### src/rtl/matmul_pkg.sv
// Shared types and helpers for the matmul result egress path.
package matmul_pkg;

  localparam int ACC_W_DEF = 32;
  localparam int OUT_W_DEF = 32;
  // Working width for saturation math; accumulators up to 64 bits are supported.
  localparam int SAT_W = 64;

  typedef enum logic {
    IDLE   = 1'b0,
    STREAM = 1'b1
  } stream_state_e;

  typedef struct packed {
    logic signed [SAT_W-1:0] data;
    logic                    sat;
  } sat_res_t;

  function automatic sat_res_t sat_narrow(input logic signed [SAT_W-1:0] value,
                                          input int out_w);
    logic signed [SAT_W-1:0] hi;
    logic signed [SAT_W-1:0] lo;
    sat_res_t res;
    res.data = value;
    res.sat  = 1'b0;
    if (out_w < SAT_W) begin
      hi = (SAT_W'(1) << (out_w - 1)) - SAT_W'(1);
      lo = ~hi;
      if (value > hi) begin
        res.data = hi;
        res.sat  = 1'b1;
      end else if (value < lo) begin
        res.data = lo;
        res.sat  = 1'b1;
      end
    end
    return res;
  endfunction

endpackage

### src/rtl/matmul_result_streamer_acc_saturate.sv
// Combinational signed narrowing of one accumulator word to the stream width.
module acc_saturate
  import matmul_pkg::*;
#(
  parameter int ACC_W = ACC_W_DEF,
  parameter int OUT_W = OUT_W_DEF
) (
  input  logic signed [ACC_W-1:0] acc,
  output logic signed [OUT_W-1:0] data,
  output logic                    sat
);

  if (OUT_W == ACC_W) begin : g_pass
    assign data = acc;
    assign sat  = 1'b0;
  end else begin : g_narrow
    sat_res_t res;
    logic     unused_hi;
    assign res       = sat_narrow(SAT_W'(acc), OUT_W);
    assign data      = res.data[OUT_W-1:0];
    assign sat       = res.sat;
    // Clamped value always fits in OUT_W bits; upper bits are pure sign copies.
    assign unused_hi = ^res.data[SAT_W-1:OUT_W];
  end

endmodule

### src/rtl/matmul_result_streamer.sv
// Snapshots the M x N accumulator matrix and streams it row-major over AXI4-Stream.
// state  | meaning
// IDLE   | no snapshot held, waiting for start
// STREAM | snapshot held, presenting element idx with tvalid high
module matmul_result_streamer
  import matmul_pkg::*;
#(
  parameter int ACC_W = ACC_W_DEF,
  parameter int OUT_W = OUT_W_DEF,
  parameter int M     = 2,
  parameter int N     = 2
) (
  input  logic                    clk,
  input  logic                    rst,
  input  logic                    start,
  input  logic signed [ACC_W-1:0] C [M][N],
  output logic                    busy,
  output logic                    done,
  output logic signed [OUT_W-1:0] m_axis_tdata,
  output logic                    m_axis_tvalid,
  input  logic                    m_axis_tready,
  output logic                    m_axis_tlast,
  output logic                    m_axis_tuser
);

  localparam int NUM   = M * N;
  localparam int IDX_W = (NUM > 1) ? $clog2(NUM) : 1;
  localparam logic [IDX_W-1:0] LAST_IDX = IDX_W'(NUM - 1);

  stream_state_e           state_q, state_d;
  logic [IDX_W-1:0]        idx, idx_next;
  logic signed [ACC_W-1:0] c_flat [NUM];
  logic signed [ACC_W-1:0] snap   [NUM];
  logic signed [ACC_W-1:0] sel_elem;
  logic signed [OUT_W-1:0] sat_data;
  logic                    sat_flag;
  logic                    capture, advance, finish;

  always_comb begin
    for (int i = 0; i < M; i++) begin
      for (int j = 0; j < N; j++) begin
        c_flat[i*N + j] = C[i][j];
      end
    end
  end

  always_comb begin
    state_d = state_q;
    capture = 1'b0;
    advance = 1'b0;
    finish  = 1'b0;
    unique case (state_q)
      IDLE: begin
        if (start) begin
          state_d = STREAM;
          capture = 1'b1;
        end
      end
      STREAM: begin
        if (m_axis_tvalid && m_axis_tready) begin
          if (idx == LAST_IDX) begin
            state_d = IDLE;
            finish  = 1'b1;
          end else begin
            advance = 1'b1;
          end
        end
      end
    endcase
  end

  assign idx_next = (idx == LAST_IDX) ? '0 : idx + 1'b1;

  // Element 0 comes straight from C on capture so it is ready the very next cycle.
  assign sel_elem = capture ? c_flat[0] : snap[idx_next];

  acc_saturate #(
    .ACC_W(ACC_W),
    .OUT_W(OUT_W)
  ) u_sat (
    .acc (sel_elem),
    .data(sat_data),
    .sat (sat_flag)
  );

  always_ff @(posedge clk) begin
    if (capture) begin
      snap <= c_flat;
    end
  end

  always_ff @(posedge clk) begin
    if (rst) begin
      state_q       <= IDLE;
      idx           <= '0;
      busy          <= 1'b0;
      done          <= 1'b0;
      m_axis_tvalid <= 1'b0;
      m_axis_tlast  <= 1'b0;
      m_axis_tuser  <= 1'b0;
      m_axis_tdata  <= '0;
    end else begin
      state_q <= state_d;
      done    <= finish;
      if (capture) begin
        idx           <= '0;
        busy          <= 1'b1;
        m_axis_tvalid <= 1'b1;
        m_axis_tdata  <= sat_data;
        m_axis_tuser  <= sat_flag;
        m_axis_tlast  <= (LAST_IDX == '0);
      end else if (advance) begin
        idx           <= idx_next;
        m_axis_tdata  <= sat_data;
        m_axis_tuser  <= sat_flag;
        m_axis_tlast  <= (idx_next == LAST_IDX);
      end else if (finish) begin
        busy          <= 1'b0;
        m_axis_tvalid <= 1'b0;
        m_axis_tlast  <= 1'b0;
      end
    end
  end

endmodule

### config.mk
export PLATFORM = sky130hd
export DESIGN_NAME = matmul_result_streamer
export DESIGN_NICKNAME = d
export VERILOG_FILES = /design/src/rtl/matmul_pkg.sv /design/src/rtl/matmul_result_streamer_acc_saturate.sv /design/src/rtl/matmul_result_streamer.sv
export SDC_FILE = /design/constraint.sdc
export NUM_CORES = 1
export LEC_CHECK = 0
export BUFFER_PORTS_ARGS = -buffer_cell sky130_fd_sc_hd__buf_2
export CAP_MARGIN = 20
export CORE_ASPECT_RATIO = 0.9
export CORE_MARGIN = 2
export CORE_UTILIZATION = 40
export DETAILED_ROUTE_END_ITERATION = 8
export SKIP_CTS_REPAIR_TIMING = 1
export SLEW_MARGIN = 20
export SYNTH_ARGS = -nofsm -noshare
export SYNTH_HDL_FRONTEND = slang
export SYNTH_SLANG_ARGS = --single-unit
export TNS_END_PERCENT = 10
### constraint.sdc
create_clock -name clk -period 5.5 [get_ports clk]
set_clock_uncertainty 0.15 [all_clocks]
set_input_delay 0.275 -clock clk [delete_from_list [all_inputs] [get_ports clk]]
set_output_delay 0.275 -clock clk [all_outputs]
set_load 0.03 [all_outputs]
==> summary.md <==
| Metric | Value |
|---|---|
| Most frequent cells in the layout | 167 x buf_2, 128 x dlygate4sd3_1, 128 x edfxtp_1 |
| Synthesized area | between 0.006 and 0.007 sq mm |
| Relative max-transition margin | about a third |
| Largest family of logic cells by synthesized area | multiplexers |
| Top Usage Layer GRT | met2 |
| CTS clk-pin slew, worst paths | 0.06 ns |
| Hold depth | 4 |
| Mux cell area share after synthesis | just over 10% |
| Int Power | 0.002374 W |
| Setup violations, final | 0 |
| FILL cells | ~1300 |
| Crit path max fanout | 123 |
| Die area | about 0.018 sq mm |
| Minimum clock period | 2.994 ns |
| Clock root buffer | clkbuf_16 |
| Vias in the first global route | 4411 |
| Area delta synth->final | 42.26% |
| Nets | 866 |
| Origin of the critical flop-to-flop path | state_q$_SDFF_PP0_ |
| I/O pins | 169 |
| Final Hold Fails | 0 |
| Layout cells sized above 1 | a little under a third |
| Yosys cell types | 32 |
| Fmax | ~330 MHz |
| CTS tree | yes |
| Yosys reg bits | 166 |
| Part of the power in the clock network | 40.2% |
| Slew of the pin with the lowest slew margin | between 0.9 and 1 ns |
| Reg2reg end | m_axis_tdata[4]$_SDFFE_PP0P_ |
| Sequential share of power | between 40% and 50% |
| Gr ovfl total | 0 |
| Logic pwr share | 11.6% |
| P_sw | 0.0007034 W |
| Initial detailed-routing violation count | between 200 and 300 |
| Period utilisation layout | 54.44% |
| Reg2Reg Setup Slack | 2.51 ns |
| Worst Path Required | 5.66 ns |
| Starting Density | 41.03% |
| Peak VDD IR | between 0.3 and 0.4 mV |
| Routed vias/inst | 5.104 |
| Setup repair after global routing missed its margin | no |
| Clock Path Buffers | 2 |
| DRC viols | 0 |
| Global Route met1 Usage | approximately 22% |
| Gpl congestion | 0.7253 |
| Core Region | 0.01619 sq mm |
| Power per cell area | ~330 mW/mm^2 |
| Post-synthesis sequential area ratio | 69.33% |
| Path type of the worst min-delay path | in -> reg |
| Worst Setup Path Type | reg -> reg |
| Worst setup SP type | flop |
| CTS Buf Count | 17 |
| Antenna violations before repair | 0 |
| Clk_lat worst skew | 0.42 ns |
| Port-buffer cells | 167 |
| Total leakage power | 3.517 nW |
| Die width | ~140 microns |
| Met2 Usage GRT | 26.57% |
| Placement Setup Slack | 2.523 ns |
| CTS sink cnt | 166 |
| Final antenna diode count | 0 |
| Final worst slack | 2.506 ns |
| Launch point of the worst hold path | m_axis_tready |
| Final Max Slew Viols | 0 |
| Most common cell after layout, fill and taps aside | buf_2 |
| Post-synthesis adder-cell area fraction | less than 1% |
| Routed WL | 16210 microns |
| TritonRoute pass-1 iters | 5 |
| CP arrival | 3.16 ns |
| Total GRT Usage | 16.79% |
| Reg2reg path depth | 6 |
| Syn. warnings | 0 |
| H-tree Lvls | 4 |
| Status | finished clean |
| Syn nets | 588 |
| Avg Cell Area, Syn | 14.63 sq um |
| XOR/XNOR Fraction of Synth Area | 0.1319% |
| WL/cell | about 17 microns |
| Sw Share | 22.86% |
| First-pass GRT wire length | 22910 microns |
| CP endpoint kind | flop |
| FP Rows | 44 |
| Hold Path End | m_axis_tvalid$_SDFFE_PP0P_ |
| Pin count of the biggest net entering global routing | around 120 |
| HPWL Detailed | 9132 microns |
| Post-synthesis simple-gate area fraction | 8.986% |
| Die height | 126.2 microns |
| Synth Area in Compound Gates | 7.027% |
| Setup TNS | 0 ns |
| Syn Inst Count | roughly 450 |
| Max-cap violations | 0 |
| Vias | 4859 |
| Detail Route Antenna Nets | 0 |
| Met3 GRT Util | about 4.4% |
metrics by stage:
step | utilization [%] | area [sq um] | hold slack, ns | cells | total power [W]
2_1_floorplan | - | 6641 | 0.2239 | 454 | 0.001682
3_3_place_gp | 46.59 | 7541 | 0.3002 | 792 | 0.001783
3_5_place_dp | 46.59 | 7541 | 0.3005 | 792 | 0.001794
4_1_cts | 50.39 | 8157 | -0.1505 | 824 | 0.003037
5_1_grt | 58.37 | 9448 | 0.08250 | 952 | 0.003203
6_report | 58.37 | 9448 | 0.07315 | 952 | 0.003078
power groups by stage:
stage	registers [W]	clock network, W	logic [W]
2_1_floorplan	0.00155	0	0.000133
3_3_place_gp	0.00151	0	0.000278
3_5_place_dp	0.00151	0	0.000286
4_1_cts	0.00148	0.00127	0.000287
5_1_grt	0.00149	0.00133	0.000389
6_report	0.00148	0.00124	0.000358
state kept, by name, indices dropped and copies added, names as in the netlist:
| name | flops |
|---|---|
| idx | 2 |
| m_axis_tlast | 1 |
| snap | 128 |
| m_axis_tvalid | 1 |
| m_axis_tdata | 32 |
| done | 1 |
| state_q | 1 |
layout make-up:
type	instances	area (sq um)	share of cell area [%]
clock buffers	20	436.7	4.622
repair buffers	300	2155	22.80
inverters	2	12.51	0.1324
well taps	207	259.0	2.741
multi-input cells	245	1798	19.03
flip-flops and latches	166	4608	48.78
clock inverters	12	178.9	1.894
synth_stat cells, drive strengths merged:
cell / instances / area share [%]
edfxtp: 128 / 58
dfxtp: 38 / 11
nand3: 35 / 2.6
nor3: 33 / 2.5
a311oi: 32 / 4.2
mux2: 32 / 5.4
mux2i: 32 / 4.8
o21ai: 32 / 2.4
or3: 32 / 3.0
buf: 29 / 3.1
clkbuf: 12 / 0.68
nor2: 3 / 0.17
a21oi: 2 / 0.15
ha: 2 / 0.38
inv: 2 / 0.11
a2111oi: 1 / 0.13
a211oi: 1 / 0.11
and4b: 1 / 0.15
conb: 1 / 0.056
nand2: 1 / 0.056
nand2b: 1 / 0.094
nand4b: 1 / 0.13
nor3b: 1 / 0.11
or3b: 1 / 0.13
xnor2: 1 / 0.13
worst max-delay path, cell delays in order (launching register included):
cell and delay, ns:
dfxtp_1 0.39, nand2b_2 0.14, buf_4 0.54, inv_6 0.49, buf_4 0.46, or3_1 0.41
a311oi_1 0.25
worst max-delay path by stage:
| stage | cells past startpoint | slack (ns) | start | to |
|---|---|---|---|---|
| floorplan | 6 | 2.56 | state_q$_SDFF_PP0_ | m_axis_tdata[27]$_SDFFE_PP0P_ |
| global placement | 6 | 2.69 | state_q$_SDFF_PP0_ | m_axis_tdata[4]$_SDFFE_PP0P_ |
| detailed placement | 6 | 2.52 | state_q$_SDFF_PP0_ | m_axis_tdata[4]$_SDFFE_PP0P_ |
| CTS | 6 | 2.53 | state_q$_SDFF_PP0_ | m_axis_tdata[4]$_SDFFE_PP0P_ |
| global route | 6 | 2.30 | state_q$_SDFF_PP0_ | m_axis_tdata[4]$_SDFFE_PP0P_ |
| finish | 6 | 2.51 | state_q$_SDFF_PP0_ | m_axis_tdata[4]$_SDFFE_PP0P_ |
per-layer routing:
metal | wire, microns | part of all wire (%)
met3 | 924 | 5.7
met4 | 237 | 1.5
met5 | 0 | 0
met1 | 6988 | 43
met2 | 8064 | 50
kinds of logic (layout without fill, tap and decap cells):
| kind of cell | count (synthesis) | count (layout) |
|---|---|---|
| AO/OA/AOI/OAI | 68 | 68 |
| XOR/XNOR | 1 | 1 |
| adder cells (fa/ha/maj) | 2 | 2 |
| buffers and inverters | 43 | 334 |
| flip-flops | 166 | 166 |
| multiplexers | 64 | 64 |
| other | 1 | 1 |
| AND/OR/NAND/NOR | 109 | 109 |
No activity file was read; power rests on OpenSTA's default activity.
